## config.mk

```make
export PLATFORM = sky130hd
export DESIGN_NAME = rat_io_responder_flat
export DESIGN_NICKNAME = d
export VERILOG_FILES = /design/src/rtl/rat_io_responder_if.sv /design/src/rtl/rat_io_responder.sv /design/src/flat_wrapper.sv
export SDC_FILE = /design/constraint.sdc
export NUM_CORES = 1
export LEC_CHECK = 0
export ABC_AREA = 1
export CAP_MARGIN = 20
export CORE_AREA = 4 4 62 64
export CTS_CLUSTER_SIZE = 25
export DETAILED_ROUTE_END_ITERATION = 6
export DIE_AREA = 0 0 66 68
export PLACE_DENSITY = 0.78
export SYNTH_ARGS = -nofsm -noshare
export SYNTH_HDL_FRONTEND = slang
export SYNTH_SLANG_ARGS = --single-unit
```

## constraint.sdc

```tcl
create_clock -name CLK -period 3.1 [get_ports CLK]
set_clock_uncertainty 0.05 [all_clocks]
set_input_delay 0.31 -clock CLK [delete_from_list [all_inputs] [get_ports CLK]]
set_output_delay 0.31 -clock CLK [all_outputs]
set_load 0.03 [all_outputs]
```

## src/rtl/rat_io_responder_if.sv

```systemverilog
// MCU port bus between the RAT processor and its peripheral targets.
// Valid/ready contract: IO_STRB is a one-cycle write valid that is always accepted (no ready);
// IN_PORT is valid combinationally in the same cycle as PORT_ID.
interface rat_io_responder_if;
  logic [7:0] PORT_ID;
  logic [7:0] OUT_PORT;
  logic       IO_STRB;
  logic [7:0] IN_PORT;

  modport master (output PORT_ID, output OUT_PORT, output IO_STRB, input IN_PORT);
  modport slave  (input PORT_ID, input OUT_PORT, input IO_STRB, output IN_PORT);
endinterface

```

## src/rtl/rat_io_responder.sv

```systemverilog
// RAT port-bus target: LED/7-seg write registers, read mux, and a debounced
// push-button that raises a level interrupt until software acknowledges it.
module rat_io_responder #(
  parameter logic [7:0] SW_ID     = 8'h20,
  parameter logic [7:0] STAT_ID   = 8'h21,
  parameter logic [7:0] LED_ID    = 8'h40,
  parameter logic [7:0] SSEG_ID   = 8'h81,
  parameter logic [7:0] ACK_ID    = 8'hF0,
  parameter int         DB_CYCLES = 16
) (
  input  logic                     CLK,
  input  logic                     RESET,
  rat_io_responder_if.slave        bus,
  input  logic [7:0]               SWITCHES,
  input  logic                     BTN,
  output logic [7:0]               LEDS,
  output logic [7:0]               SSEG_VAL,
  output logic                     INT,
  output logic [1:0]               dbg_state_o
);

  localparam int CW = $clog2(DB_CYCLES) + 1;
  localparam logic [CW-1:0] LAST = CW'(DB_CYCLES - 1);

  typedef enum logic [1:0] {
    LOW       = 2'd0,
    WAIT_HIGH = 2'd1,
    HIGH      = 2'd2,
    WAIT_LOW  = 2'd3
  } db_state_e;

  db_state_e     state_q, state_d;
  logic [CW-1:0] cnt_q, cnt_d;
  logic          s1_q, s2_q;
  logic          int_pend_q, int_pend_d;
  logic [7:0]    leds_q, leds_d;
  logic [7:0]    sseg_q, sseg_d;
  logic          press;
  logic          btn_db;

  always_ff @(posedge CLK or posedge RESET) begin
    if (RESET) begin
      state_q    <= LOW;
      cnt_q      <= '0;
      s1_q       <= 1'b0;
      s2_q       <= 1'b0;
      int_pend_q <= 1'b0;
      leds_q     <= 8'h00;
      sseg_q     <= 8'h00;
    end else begin
      state_q    <= state_d;
      cnt_q      <= cnt_d;
      s1_q       <= BTN;
      s2_q       <= s1_q;
      int_pend_q <= int_pend_d;
      leds_q     <= leds_d;
      sseg_q     <= sseg_d;
    end
  end

  // The counter restarts on every bounce back toward the stable level.
  always_comb begin
    state_d = state_q;
    cnt_d   = cnt_q;
    press   = 1'b0;
    case (state_q)
      LOW: begin
        if (s2_q) begin
          state_d = WAIT_HIGH;
          cnt_d   = CW'(1);
        end
      end
      WAIT_HIGH: begin
        if (!s2_q) begin
          state_d = LOW;
          cnt_d   = '0;
        end else if (cnt_q == LAST) begin
          state_d = HIGH;
          cnt_d   = '0;
          press   = 1'b1;
        end else begin
          cnt_d = cnt_q + 1'b1;
        end
      end
      HIGH: begin
        if (!s2_q) begin
          state_d = WAIT_LOW;
          cnt_d   = CW'(1);
        end
      end
      WAIT_LOW: begin
        if (s2_q) begin
          state_d = HIGH;
          cnt_d   = '0;
        end else if (cnt_q == LAST) begin
          state_d = LOW;
          cnt_d   = '0;
        end else begin
          cnt_d = cnt_q + 1'b1;
        end
      end
      default: begin
        state_d = LOW;
        cnt_d   = '0;
      end
    endcase
  end

  assign btn_db = (state_q == HIGH) || (state_q == WAIT_LOW);

  // A press completing in the same cycle as an ACK write keeps the interrupt set.
  always_comb begin
    leds_d     = leds_q;
    sseg_d     = sseg_q;
    int_pend_d = int_pend_q;
    if (bus.IO_STRB) begin
      if (bus.PORT_ID == LED_ID)  leds_d     = bus.OUT_PORT;
      if (bus.PORT_ID == SSEG_ID) sseg_d     = bus.OUT_PORT;
      if (bus.PORT_ID == ACK_ID)  int_pend_d = 1'b0;
    end
    if (press) int_pend_d = 1'b1;
  end

  always_comb begin
    bus.IN_PORT = 8'h00;
    if (bus.PORT_ID == SW_ID)        bus.IN_PORT = SWITCHES;
    else if (bus.PORT_ID == STAT_ID) bus.IN_PORT = {6'b0, btn_db, int_pend_q};
    else if (bus.PORT_ID == LED_ID)  bus.IN_PORT = leds_q;
    else if (bus.PORT_ID == SSEG_ID) bus.IN_PORT = sseg_q;
  end

  assign LEDS        = leds_q;
  assign SSEG_VAL    = sseg_q;
  assign INT         = int_pend_q;
  assign dbg_state_o = state_q;

endmodule
```

## src/flat_wrapper.sv

```systemverilog
// flat-port wrapper written by rule: the top's interface ports become plain ports
module rat_io_responder_flat 
#(
  parameter logic [7:0] SW_ID     = 8'h20,
  parameter logic [7:0] STAT_ID   = 8'h21,
  parameter logic [7:0] LED_ID    = 8'h40,
  parameter logic [7:0] SSEG_ID   = 8'h81,
  parameter logic [7:0] ACK_ID    = 8'hF0,
  parameter int         DB_CYCLES = 16
)
  (CLK, RESET, SWITCHES, BTN, LEDS, SSEG_VAL, INT, dbg_state_o, bus_PORT_ID, bus_OUT_PORT, bus_IO_STRB, bus_IN_PORT);
  rat_io_responder_if bus_i ();
  input  logic CLK;
  input  logic RESET;
  input  logic [7:0] SWITCHES;
  input  logic BTN;
  output logic [7:0] LEDS;
  output logic [7:0] SSEG_VAL;
  output logic INT;
  output logic [1:0] dbg_state_o;
  input wire logic [$bits(bus_i.PORT_ID)-1:0] bus_PORT_ID;
  input wire logic [$bits(bus_i.OUT_PORT)-1:0] bus_OUT_PORT;
  input wire logic [$bits(bus_i.IO_STRB)-1:0] bus_IO_STRB;
  output wire logic [$bits(bus_i.IN_PORT)-1:0] bus_IN_PORT;
  assign bus_i.PORT_ID = bus_PORT_ID;
  assign bus_i.OUT_PORT = bus_OUT_PORT;
  assign bus_i.IO_STRB = bus_IO_STRB;
  assign bus_IN_PORT = bus_i.IN_PORT;
  rat_io_responder #(.SW_ID(SW_ID), .STAT_ID(STAT_ID), .LED_ID(LED_ID), .SSEG_ID(SSEG_ID), .ACK_ID(ACK_ID), .DB_CYCLES(DB_CYCLES)) u_core (.CLK(CLK), .RESET(RESET), .bus(bus_i), .SWITCHES(SWITCHES), .BTN(BTN), .LEDS(LEDS), .SSEG_VAL(SSEG_VAL), .INT(INT), .dbg_state_o(dbg_state_o));
endmodule
```

; Word-level counts from Yosys, hierarchy flattened
; Index checks and enable logic that the tools add are counted.
[word_totals]
reg_bits = 26
input_bits = 28
out_inout_bits = 27
elab_cells = 53
[classes]
addsub = 1
eq_ne = 13
n_mux = 23
reduce_logical = 9
[ops]
columns = operator, n
row1 = 2-to-1 mux 8 bit, 4
row2 = 2-to-1 mux 5 bit, 5
row3 = case mux 5 bit (4 select lines), 1
row4 = equality test 8 x 6 -> 1 bit (second input constant), 2
row5 = equality test 8 bit (second input constant), 2
row6 = 2-to-1 mux 2 bit, 6
row7 = equality test 8 x 7 -> 1 bit (second input constant), 1
row8 = case mux 2 bit (4 select lines), 1
row9 = AND reduction 2 bit, 4
row10 = 2-to-1 mux 1 bit, 6
row11 = adder 5 x 1 -> 5 bit (second input constant), 1
row12 = equality test 5 x 4 -> 1 bit (second input constant), 1
row13 = equality test 2 bit (second input constant), 2
row14 = AND reduction 4 bit, 1
row15 = nonzero test 2 bit, 2
row16 = != test 3 x 1 -> 1 bit (second input constant), 1
row17 = != test 3 bit (second input constant), 1
row18 = equality test 2 x 1 -> 1 bit (second input constant), 1
row19 = logical NOT 2 bit, 1
row20 = != test 2 x 1 -> 1 bit (second input constant), 1
row21 = != test 2 bit (second input constant), 1
row22 = logical OR 1 bit, 1

; Depth between registers and ports, before layout
; Gate-level depths: netlist (run 1).
[logic_depth]
word_depth = 6
mapped_depth = 7
mapped_depth_nobuf = 7

; Least setup slack after synthesis (run 1)
; Ideal clock, no wire load.
[synth_path]
path_kind = input to output
startpoint = in bus_PORT_ID[2]
endpoint = out bus_IN_PORT[2]
arrival_time_ns = 1.028
required_time_ns = 2.740
slack_ns = 1.712
stages = 7
n_path_buf = 1
path_cell_list = inv_2 nand2_4 nor2_8 and2_1 buf_6 nand2_2 nand3_2
[synth_via]
elab_chain_len = 5
word_cells_on_any_way = 8
cone_classes = eq/ne: 4 / mux: 4
[synth_rtl]
columns = element, line
row1 = "start, declared", flat_wrapper.sv:21  ; input wire logic [$bits(bus_i.PORT_ID)-1:0] bus_PORT_ID;
row2 = equality test 8 bit, rat_io_responder.sv:129  ; else if (bus.PORT_ID == SSEG_ID) bus.IN_PORT = sseg_q;
row3 = 2-to-1 mux 8 bit, rat_io_responder.sv:129
row4 = 2-to-1 mux 8 bit, rat_io_responder.sv:128  ; else if (bus.PORT_ID == LED_ID) bus.IN_PORT = leds_q;
row5 = 2-to-1 mux 8 bit, rat_io_responder.sv:127  ; else if (bus.PORT_ID == STAT_ID) bus.IN_PORT = {6'b0, btn_db, int_pend_q};
row6 = 2-to-1 mux 8 bit *, rat_io_responder.sv:126  ; if (bus.PORT_ID == SW_ID) bus.IN_PORT = SWITCHES;
row7 = "end, declared", flat_wrapper.sv:24  ; output wire logic [$bits(bus_i.IN_PORT)-1:0] bus_IN_PORT;
; Mark *: on every way between the ends. The rest lies on a longest branch, timed or not.

; Worst setup path after layout (run 1)
[layout_path]
startpoint = in bus_PORT_ID[5]
endpoint = out bus_IN_PORT[2]
; The elaborated chain is that of the path after synthesis.

==> results by group, run 1 <==
STA
  • Hold WS: 0.328 ns
  • Slew Limit Headroom: 0.361
  • Min cycle time layout: 2.65 ns
  • Final Worst Setup Slack: 0.448 ns
  • Max frequency: 377 MHz
  • Final period utilization: 0.856
  • Setup TNS: 0 ns
  • RSZ-0062 raised after global routing: false
  • Final Setup Violations: 0
  • Slew @ Worst Pin: 0.958 ns
  • Hold Vio Cnt, Final: 0
  • Max Slew Vio Count: 0

Setup path
  • Required time of the critical path: between 2 and 3 ns
  • Arrival time worst endpoint: ~2.3 ns
  • Crit Path Max Fanout: 6
  • Critical Path Start: bus_PORT_ID[5]
  • Critical path endpoint: bus_IN_PORT[2]
  • R2r setup slk: 1.74 ns
  • CP Class: in -> out
  • CP delay by family, top: buffers and inverters
  • Worst path cell trace: clkdlybuf4s50_1, nand2_2, nor2_4, and2_1, nand2_2, nand3_2, clkdlybuf4s50_1
  • Stages on worst setup path: 7
  • Startpoint type of the worst setup path: primary input
  • CP peak stage delay: 0.66 ns
  • CP bufs+invs: 2
  • Crit path max-delay cell type: clkdlybuf4s50_1
  • Reg2Reg Launch Point: u_core.cnt_q[0]
  • R2r endpoint: u_core.INT
  • Worst Reg-to-Reg Cells: 5
  • CP Capture Type: primary output

Synth
  • Simple-gate area share of the yosys netlist: 0.409
  • Area fraction in compound gates after synthesis: 0.0759
  • Count leader, synth: nand2_1
  • Synthesized area: 1480 um2
  • Asr flop ratio synth: 1.00
  • Post-synthesis mux area share: 0
  • Synth Register Bits: 26
  • Post-synthesis sequential area ratio: 0.438
  • Post-synthesis cell count: 179
  • Yosys warnings: 0
  • Avg Inst Size Synth: 8.29 um2
  • Area contributors post-synth: dfrtp_1 44%, nand2_1 15%, o21ai_0 6.1%
  • Syn_nets: 208
  • Largest family of logic cells by synthesized area: simple AND/OR/NAND/NOR gates
  • Cell taking the most area after synthesis: dfrtp_1
  • Area share of fa/ha/maj cells after synthesis: 0.00843
  • Post-synth top area share: 0.438
  • Post-synthesis xor/xnor area fraction: 0.0118
  • Post-synth cell types: 22
  • Ys flop type: dfrtp_1
  • Number of synthesized flops with an enable pin: 0
  • Post-synth top cells: 60 x nand2_1, 26 x dfrtp_1, 18 x o21ai_0, 13 x nand3_1, 10 x inv_2

Detailed routing
  • Starting DRT DRC Count: 83
  • Vias per inst: 4.84
  • DRC: 0
  • Vias: 1355
  • Routed Antenna Nets: 0
  • Avg WL per Cell: 12.4 um
  • DRT Pass-1 Iters: 4
  • Final WL: approximately 3500 um

CTS
  • Worst-skew pair later-pin latency: 0.30 ns
  • CTS max path bufs: 2
  • CTS tree: built
  • Reg clk slew, reported paths: ~0.12 ns
  • Htree depth: 1
  • Number of post-CTS setup repair buffers: 0
  • Clk sink count: 26
  • Total CTS buffers: 3
  • Hold Buf Count CTS: 0
  • CTS resizes: 0
  • Root buf cell: clkbuf_4

Finish
  • Ant. Diodes: 0
  • Nets@finish: 265
  • Filler Cells Inserted: 288
  • Final Core Density: 0.636
  • Layout cells sized above 1: 0.171
  • Layout area overhead: 40.7%

Pwr
  • Peak VDD IR: roughly 0.00018 V
  • LEAKAGE: 1.07 nW
  • Total Power: 648 uW
  • PD cells: 310 nW/um2

Placed design
  • Gpl congestion: 0.743
  • Pre-CTS setup slack: 0.440 ns
  • Number of I/O port buffers: 54
  • HPWL Detailed: 2720 um

Global route
  • All-Layer GR Usage: 0.163
  • First-pass GRT wire length: 5690 um
  • Met3 Usage GRT: 0.0328
  • GR Overflow Total: 0
  • GR Layer Usage met2: 0.277
  • Most used routing layer in global routing: met2
  • Largest net degree at the start of global routing: 27
  • Vias in the first global route: 1272
  • Met1 usage: 0.215
  • Initial antenna violation count: 0

Hold path
  • HP Class: reg -> reg

Run
  • Number of max-cap violations: 0

Floorplan
  • Die height: 68 um
  • # IOs: 55
  • Area of the core: about 3300 um2
  • Row Count: 21
  • Die W: ~66 um
  • Starting density of the core: 0.452
  • Die area: 4490 um2

Outcome
  • Status: finished clean
==> area by class of cell <==
cell class | count | area [um2] | area share
clock buffers | 3 | 22.5 | 0.0108
inverters | 18 | 67.6 | 0.0324
flip-flops and latches | 26 | 651 | 0.312
well taps | 46 | 57.6 | 0.0276
repair buffers | 54 | 541 | 0.259
multi-input cells | 133 | 749 | 0.359
==> worst min-delay path by stage <==
| stage | endpoint | slack (ns) | startpoint | cells after the start |
|---|---|---|---|---|
| after global placement | u_core.s2_q | 0.30 | u_core.s1_q | 0 |
| after CTS | u_core.s2_q | 0.33 | u_core.s1_q | 0 |
| final | u_core.s2_q | 0.33 | u_core.s1_q | 0 |
| after global routing | u_core.s2_q | 0.35 | u_core.s1_q | 0 |
| after detailed placement | u_core.s2_q | 0.30 | u_core.s1_q | 0 |
| after floorplan | u_core.s2_q | 0.28 | u_core.s1_q | 0 |
==> cells by family (layout without fill, tap and decap cells) <==
logic type / count (synthesis) / in the layout
AOI/OAI and AO/OA: 22 / 22
xor gates and xnor gates: 2 / 2
adders and majority gates: 1 / 1
buffers and inverters: 20 / 75
DFF: 26 / 26
and+or+nand+nor: 108 / 108
==> layer usage <==
layer  up-vias  share of wire
li1        686              -
met5         -              0
met2        44           0.45
met4         0         0.0098
met1       621           0.46
met3         4          0.077
==> cell usage in the layout (no fill, tap or decap), drive strengths merged <==
cell | synthesis | routed
xnor2 | 1 | 1
clkbuf | 0 | 3
inv | 18 | 18
ha | 1 | 1
nand4 | 3 | 3
nor3 | 1 | 1
a21boi | 1 | 1
clkdlybuf4s50 | 0 | 54
and2 | 1 | 1
nor2 | 11 | 11
nand2 | 73 | 73
xor2 | 1 | 1
dfrtp | 26 | 26
o21ai | 21 | 21
nand3 | 19 | 19
==> sequential cells by signal, summed over array words and instances, names as in the netlist, named ones only <==
signal	flops
u_core.LEDS	8
u_core.SSEG_VAL	8
u_core.cnt_q	5
u_core.INT	1
u_core.dbg_state_o	1
u_core.s1_q	1
u_core.s2_q	1
==> power by group <==
group	switching [mW]	internal [mW]
sequential	0.0139	0.356
combinational	0.0762	0.0653
clock	0.0910	0.0454
==> per-stage QoR <==
| stage | instances | instance area, um2 |
|---|---|---|
| after floorplan | 179 | 1480 |
| after global placement | 277 | 2070 |
| after detailed placement | 277 | 2070 |
| after CTS | 280 | 2090 |
| after global routing | 280 | 2090 |
| final | 280 | 2090 |
(Power assumes the default switching activity.)
==> run 2, diff against run 1 <==
--- a/config.mk
+++ b/config.mk
@@ -12,6 +12,7 @@
 export DETAILED_ROUTE_END_ITERATION = 6
 export DIE_AREA = 0 0 66 68
 export PLACE_DENSITY = 0.78
+export SLEW_MARGIN = 20
 export SYNTH_ARGS = -nofsm -noshare
 export SYNTH_HDL_FRONTEND = slang
 export SYNTH_SLANG_ARGS = --single-unit
==> run 2 against run 1 <==
  * Hold slack lost 0.11 ns
  * Flip-flop and latch count is the same
  * Sequential share of layout area shrank 0.41 points
  * Fmax is essentially flat
  * Clock-buffer cell count is the same
  * Clock power is essentially flat
  * Critical path depth is the same
  * First-iteration DRC count shrank 8.4%
  * Design area grew 1.3%
  * Via count shrank 0.89%
  * Wire length grew 0.17%
  * Critical path type unchanged
==> results by group, run 2 (same netlist as run 1, synthesis figures left out) <==
CTS
  • Hold Buf Count CTS: 0 (unchanged)
  • Worst-skew pair later-pin latency: 0.30 ns (about the same)
  • CTS tree: built (unchanged)
  • CTS max path bufs: 2 (unchanged)
  • CTS resizes: 0 (unchanged)
  • Number of post-CTS setup repair buffers: 0 (unchanged)
  • Reg clk slew, reported paths: 0.13 ns (was 0.12 ns)
  • Total CTS buffers: 3 (unchanged)
  • Htree depth: 1 (unchanged)
  • Root buf cell: clkbuf_4 (unchanged)
  • Clk sink count: 26 (unchanged)

Placed design
  • Gpl congestion: 0.743 (unchanged)
  • Pre-CTS setup slack: 0.440 ns (unchanged)
  • Number of I/O port buffers: 54 (unchanged)
  • Placed instance count: 277 (unchanged)
  • HPWL Detailed: 2720 um (unchanged)

STA
  • Final Worst Setup Slack: 0.447 ns (was 0.448 ns)
  • Slew @ Worst Pin: 0.402 ns (was 0.958 ns)
  • Max frequency: 377 MHz (about the same)
  • RSZ-0062 raised after global routing: false (unchanged)
  • Hold Vio Cnt, Final: 0 (unchanged)
  • Setup TNS: 0 ns (unchanged)
  • Max Slew Vio Count: 0 (unchanged)
  • Final Setup Violations: 0 (unchanged)
  • Slew Limit Headroom: 0.731 (was 0.361)
  • Final period utilization: 0.856 (about the same)
  • Min cycle time layout: 2.65 ns (about the same)
  • Hold WS: 0.215 ns (was 0.328 ns)

Global route
  • GR Overflow Total: 0 (unchanged)
  • Vias in the first global route: 1272 (unchanged)
  • All-Layer GR Usage: 0.163 (unchanged)
  • Largest net degree at the start of global routing: 27 (unchanged)
  • Initial antenna violation count: 0 (unchanged)
  • First-pass GRT wire length: 5690 um (unchanged)

Setup path
  • CP Capture Type: primary output (unchanged)
  • Startpoint type of the worst setup path: primary input (unchanged)
  • Crit Path Max Fanout: 6 (unchanged)
  • CP Class: in -> out (unchanged)
  • Required time of the critical path: 2.74 ns (about the same)
  • Arrival time worst endpoint: 2.29 ns (about the same)
  • R2r setup slk: 1.74 ns (about the same)

Finish
  • Commonest cells after routing, fill and taps aside: 60 x nand2_1, 54 x clkdlybuf4s50_1, 26 x dfrtp_1 (unchanged)
  • Layout area overhead: 42.6% (was 40.7%)
  • Layout Cells excl Fill: 281 (was 280)
  • Most common cell after layout, fill and taps aside: nand2_1 (unchanged)
  • Nets@finish: 266 (was 265)
  • Layout cells sized above 1: 0.174 (was 0.171)
  • Filler Cells Inserted: 285 (was 288)
  • Ant. Diodes: 0 (unchanged)

Floorplan
  • Die area: 4490 um2 (unchanged)
  • Die height: 68 um (unchanged)
  • Die W: 66 um (unchanged)
  • # IOs: 55 (unchanged)
  • Row Count: 21 (unchanged)
  • Area of the core: 3280 um2 (unchanged)
  • Starting density of the core: 0.452 (unchanged)

Detailed routing
  • Avg WL per Cell: 12.4 um (about the same)
  • Starting DRT DRC Count: 76 (was 83)
  • DRC: 0 (unchanged)
  • Vias: 1343 (was 1355)
  • Final WL: 3480 um (about the same)
  • DRT Pass-1 Iters: 4 (unchanged)
  • Routed Antenna Nets: 0 (unchanged)
  • Vias per inst: 4.78 (was 4.84)

Outcome
  • Status: finished clean (unchanged)

Pwr
  • Total Power: 650 uW (was 648 uW)
  • Peak VDD IR: 0.000183 V (about the same)
  • PD cells: 307 nW/um2 (was 310 nW/um2)
  • LEAKAGE: 1.08 nW (was 1.07 nW)

Run
  • Number of max-cap violations: 0 (unchanged)

Hold path
  • HP Class: in -> async (was reg -> reg)
## run 2: metal layers
| metal | GRT usage | up-vias | share of wire |
|---|---|---|---|
| met5 | 0 | - | 0 |
| met4 | 0.0381 | 0 | 0.0072 |
| met3 | 0.0328 | 2 | 0.071 |
| met2 | 0.277 | 40 | 0.45 |
| met1 | 0.215 | 611 | 0.47 |
| li1 | - | 690 | - |
## run 2: layout make-up
| class | instances | area (um2) | area share |
|---|---|---|---|
| inverter | 18 | 67.6 | 0.0319 |
| tap | 46 | 57.6 | 0.0272 |
| multi-input combinational | 133 | 749 | 0.354 |
| clock buffer | 3 | 22.5 | 0.0106 |
| timing repair buffer | 55 | 568 | 0.268 |
| sequential | 26 | 651 | 0.308 |
## run 2: critical path, cell delays in order
cell,delay [ns]
clkdlybuf4s50_1,0.54
nand2_2,0.09
nor2_4,0.15
and2_1,0.38
nand2_2,0.09
nand3_2,0.07
clkdlybuf4s50_1,0.66
## run 2: per-stage QoR
stage / util / cell area, um2
finish: 0.644 / 2120
CTS: 0.636 / 2090
floorplan: - / 1480
detailed placement: 0.629 / 2070
global route: 0.644 / 2120
global placement: 0.629 / 2070
## run 2: power by group
group / internal, mW / switching (mW) / total [mW] / leakage (nW)
clock network: 0.0453 / 0.0887 / 0.134 / 0.0138
registers: 0.356 / 0.0139 / 0.370 / 0.345
logic: 0.0688 / 0.0772 / 0.146 / 0.721
## run 2: final timing paths
check                                startpoint            endpoint  cells past startpoint
worst max-delay path             bus_PORT_ID[5]      bus_IN_PORT[2]                      7
worst min register to register      u_core.s1_q         u_core.s2_q                      0
worst max register to register  u_core.cnt_q[0]          u_core.INT                      5
min in group CLK                    u_core.s1_q         u_core.s2_q                      0
max in group asynchronous                 RESET     u_core.cnt_q[1]                      3
worst min-delay path                      RESET  u_core.SSEG_VAL[5]                      2
==> run 3, diff against run 2 <==
--- a/config.mk
+++ b/config.mk
@@ -5,14 +5,12 @@
 export SDC_FILE = /design/constraint.sdc
 export NUM_CORES = 1
 export LEC_CHECK = 0
-export ABC_AREA = 1
 export CAP_MARGIN = 20
-export CORE_AREA = 4 4 62 64
+export CORE_AREA = 4 4 60 62
 export CTS_CLUSTER_SIZE = 25
 export DETAILED_ROUTE_END_ITERATION = 6
-export DIE_AREA = 0 0 66 68
-export PLACE_DENSITY = 0.78
-export SLEW_MARGIN = 20
+export DIE_AREA = 0 0 64 66
+export PLACE_DENSITY = 0.81
 export SYNTH_ARGS = -nofsm -noshare
 export SYNTH_HDL_FRONTEND = slang
 export SYNTH_SLANG_ARGS = --single-unit
==> run 3 against run 2 <==
  * Wire length is 6.2% higher
  * Hold slack lost 0.097 ns
  * Die area is 5.9% lower
  * Register-to-register slack got worse by 0.12 ns
  * Sequential power grew 1%
  * Utilization is 4.7 points higher
  * Largest cell class unchanged
  * Sequential share of layout area is 0.35 points higher
  * Synthesized area decreased by 4.7%
  * Global-route usage rose by 2.0 points
  * Clock-buffer cell count unchanged
  * Combinational power grew 5%
  * Setup slack worse by 0.20 ns
==> results by group, run 3 <==
Setup path
  • CP Class: in -> out (unchanged)
  • Startpoint type of the worst setup path: primary input (unchanged)
  • Crit path max-delay cell type: clkdlybuf4s50_1 (unchanged)
  • CP Capture Type: primary output (unchanged)
  • Required time of the critical path: 2.74 ns (about the same)
  • Crit-path most repeated cell: clkdlybuf4s50_1
  • CP bufs+invs: 2 (unchanged)
  • Worst path cell trace: clkdlybuf4s50_1, or3_1, nor3_4, a221o_1, clkdlybuf4s50_1 (was clkdlybuf4s50_1, nand2_2, nor2_4, and2_1, nand2_2, nand3_2, clkdlybuf4s50_1)
  • CP peak stage delay: 0.67 ns (was 0.66 ns)
  • Crit Path Max Fanout: 6 (unchanged)
  • CP delay by family, top: buffers and inverters (unchanged)
  • Arrival time worst endpoint: 2.49 ns (was 2.29 ns)

Floorplan
  • # IOs: 55 (unchanged)
  • Area of the core: 3030 um2 (was 3280 um2)
  • Row Count: 20 (was 21)
  • Starting density of the core: 0.467 (was 0.452)
  • Die W: 64 um (was 66 um)
  • Die height: 66 um (was 68 um)
  • Die area: 4220 um2 (was 4490 um2)

Detailed routing
  • Met1 WL: 1560 um (was 1640 um)
  • Avg WL per Cell: 17.1 um (was 12.4 um)
  • Routed wl met2: 1940 um (was 1570 um)
  • Final WL: 3700 um (was 3480 um)
  • Vias per inst: 5.40 (was 4.78)
  • Routed Antenna Nets: 0 (unchanged)
  • Vias: 1167 (was 1343)
  • Starting DRT DRC Count: 54 (was 76)
  • Top Layer Used: met4 (unchanged)
  • DRC: 0 (unchanged)
  • DRT Pass-1 Iters: 4 (unchanged)
  • Met3 Routed Length: 172 um (was 247 um)

Finish
  • Layout area overhead: 48.0% (was 42.6%)
  • Commonest cells after routing, fill and taps aside: 54 x clkdlybuf4s50_1, 26 x dfrtp_1, 11 x mux2_2 (was 60 x nand2_1, 54 x clkdlybuf4s50_1, 26 x dfrtp_1)
  • Most common cell after layout, fill and taps aside: clkdlybuf4s50_1 (was nand2_1)
  • Nets@finish: 203 (was 266)
  • Layout cells sized above 1: 0.244 (was 0.174)
  • Ant. Diodes: 0 (unchanged)

CTS
  • Root buf cell: clkbuf_4 (unchanged)
  • Reg clk slew, reported paths: 0.13 ns (about the same)
  • Hold Buf Count CTS: 0 (unchanged)
  • Number of post-CTS setup repair buffers: 0 (unchanged)
  • Worst-skew pair later-pin latency: 0.31 ns (was 0.30 ns)
  • Clk sink count: 26 (unchanged)
  • Htree depth: 1 (unchanged)
  • CTS resizes: 0 (unchanged)
  • CTS max path bufs: 2 (unchanged)
  • Total CTS buffers: 3 (unchanged)
  • CTS tree: built (unchanged)

Synth
  • Post-synth top cells: 26 x dfrtp_1, 11 x mux2_2, 8 x mux2_4, 6 x a221o_1, 6 x nand3_1 (was 60 x nand2_1, 26 x dfrtp_1, 18 x o21ai_0, 13 x nand3_1, 10 x inv_2)
  • Area contributors post-synth: dfrtp_1 46%, mux2_2 8.8%, mux2_4 8.5% (was dfrtp_1 44%, nand2_1 15%, o21ai_0 6.1%)
  • Post-synthesis cell count: 110 (was 179)
  • Post-synth top area share: 0.460 (was 0.438)
  • Synthesized area: 1410 um2 (was 1480 um2)
  • Avg Inst Size Synth: 12.9 um2 (was 8.29 um2)
  • Synth Register Bits: 26 (unchanged)
  • Number of synthesized flops with an enable pin: 0 (unchanged)
  • Cell taking the most area after synthesis: dfrtp_1 (unchanged)
  • Post-synth cell types: 38 (was 22)
  • Syn_nets: 139 (was 208)
  • Ys flop type: dfrtp_1 (unchanged)
  • Yosys warnings: 0 (unchanged)
  • Post-synthesis sequential area ratio: 0.460 (was 0.438)
  • Count leader, synth: dfrtp_1 (was nand2_1)
  • Asr flop ratio synth: 1.00 (unchanged)

Pwr
  • PD cells: 318 nW/um2 (was 307 nW/um2)
  • LEAKAGE: 0.887 nW (was 1.08 nW)
  • Total Power: 664 uW (was 650 uW)
  • Peak VDD IR: 0.000247 V (was 0.000183 V)

Global route
  • First-pass GRT wire length: 6180 um (was 5690 um)
  • GR Overflow Total: 0 (unchanged)
  • All-Layer GR Usage: 0.183 (was 0.163)
  • Vias in the first global route: 1283 (was 1272)
  • Largest net degree at the start of global routing: 27 (unchanged)
  • Initial antenna violation count: 0 (unchanged)

STA
  • Setup TNS: 0 ns (unchanged)
  • RSZ-0062 raised after global routing: false (unchanged)
  • Max frequency: 350 MHz (was 377 MHz)
  • Final Setup Violations: 0 (unchanged)
  • Slew Limit Headroom: 0.617 (was 0.731)
  • Hold Vio Cnt, Final: 0 (unchanged)
  • Max Slew Vio Count: 0 (unchanged)
  • Min cycle time layout: 2.85 ns (was 2.65 ns)
  • Final period utilization: 0.921 (was 0.856)
  • Slew @ Worst Pin: 0.575 ns (was 0.402 ns)

Placed design
  • HPWL Detailed: 2890 um (was 2720 um)
  • Gpl congestion: 0.841 (was 0.743)
  • Number of I/O port buffers: 54 (unchanged)

Hold path
  • HP Class: in -> async (unchanged)

Run
  • Number of max-cap violations: 0 (unchanged)

Outcome
  • Status: finished clean (unchanged)
## run 3: per-layer routing
layer | vias to the layer above | global-route usage
met5 | - | 0
met4 | 0 | 0.0404
met3 | 2 | 0.0187
met2 | 35 | 0.337
met1 | 579 | 0.228
li1 | 551 | -
## run 3: logic make-up after synthesis
| family | synth area share |
|---|---|
| compound gates | 0.0894 |
| xor+xnor | 0.0248 |
| fa+ha+maj | 0.00885 |
| buf+inv | 0.0195 |
| flops | 0.460 |
| mux | 0.173 |
| simple gates | 0.225 |
## run 3: path summary, 6_finish.rpt
path	startpoint	to	slack, ns	depth (start not counted)
max in group asynchronous	RESET	u_core.SSEG_VAL[2]	2.53	3
min in group CLK	u_core.s1_q	u_core.s2_q	0.31	0
setup reg to reg	u_core.cnt_q[0]	flip-flop	1.62	4
hold reg to reg	u_core.s1_q	u_core.s2_q	0.31	0
setup / recovery	bus_PORT_ID[3]	bus_IN_PORT[6]	0.25	5
hold / removal	RESET	u_core.SSEG_VAL[6]	0.12	2
## run 3: layout make-up
class / count / area (um2)
clock buffers: 3 / 22.5
fillers: 231 / 936
inverters: 2 / 7.51
multi-input cells: 79 / 736
flip-flops and latches: 26 / 651
well taps: 44 / 55.1
repair buffers: 62 / 621
## run 3: per-stage QoR
stage / area [um2] / std cells / util / hold slack, ns / setup WS, ns
after CTS: 2060 / 215 / 0.682 / 0.315 / 0.239
after detailed placement: 2040 / 212 / 0.674 / 0.285 / 0.246
after global placement: 2040 / 212 / 0.674 / 0.285 / 0.262
after floorplan: 1410 / 110 / - / 0.281 / 1.06
after global routing: 2090 / 216 / 0.691 / 0.121 / 0.158
final: 2090 / 216 / 0.691 / 0.118 / 0.246
## run 3: power breakdown
group | total (mW) | switching [mW] | internal (mW) | leakage (nW)
combinational | 0.154 | 0.0715 | 0.0826 | 0.528
clock | 0.137 | 0.0913 | 0.0453 | 0.0138
sequential | 0.374 | 0.0172 | 0.356 | 0.345
## run 3: worst register-to-register path, cell delays in order, from the launching register on
cell and delay (ns):
dfrtp_1 0.43, ha_1 0.25, and4b_1 0.23, nand2_1 0.10, mux2_2 0.33
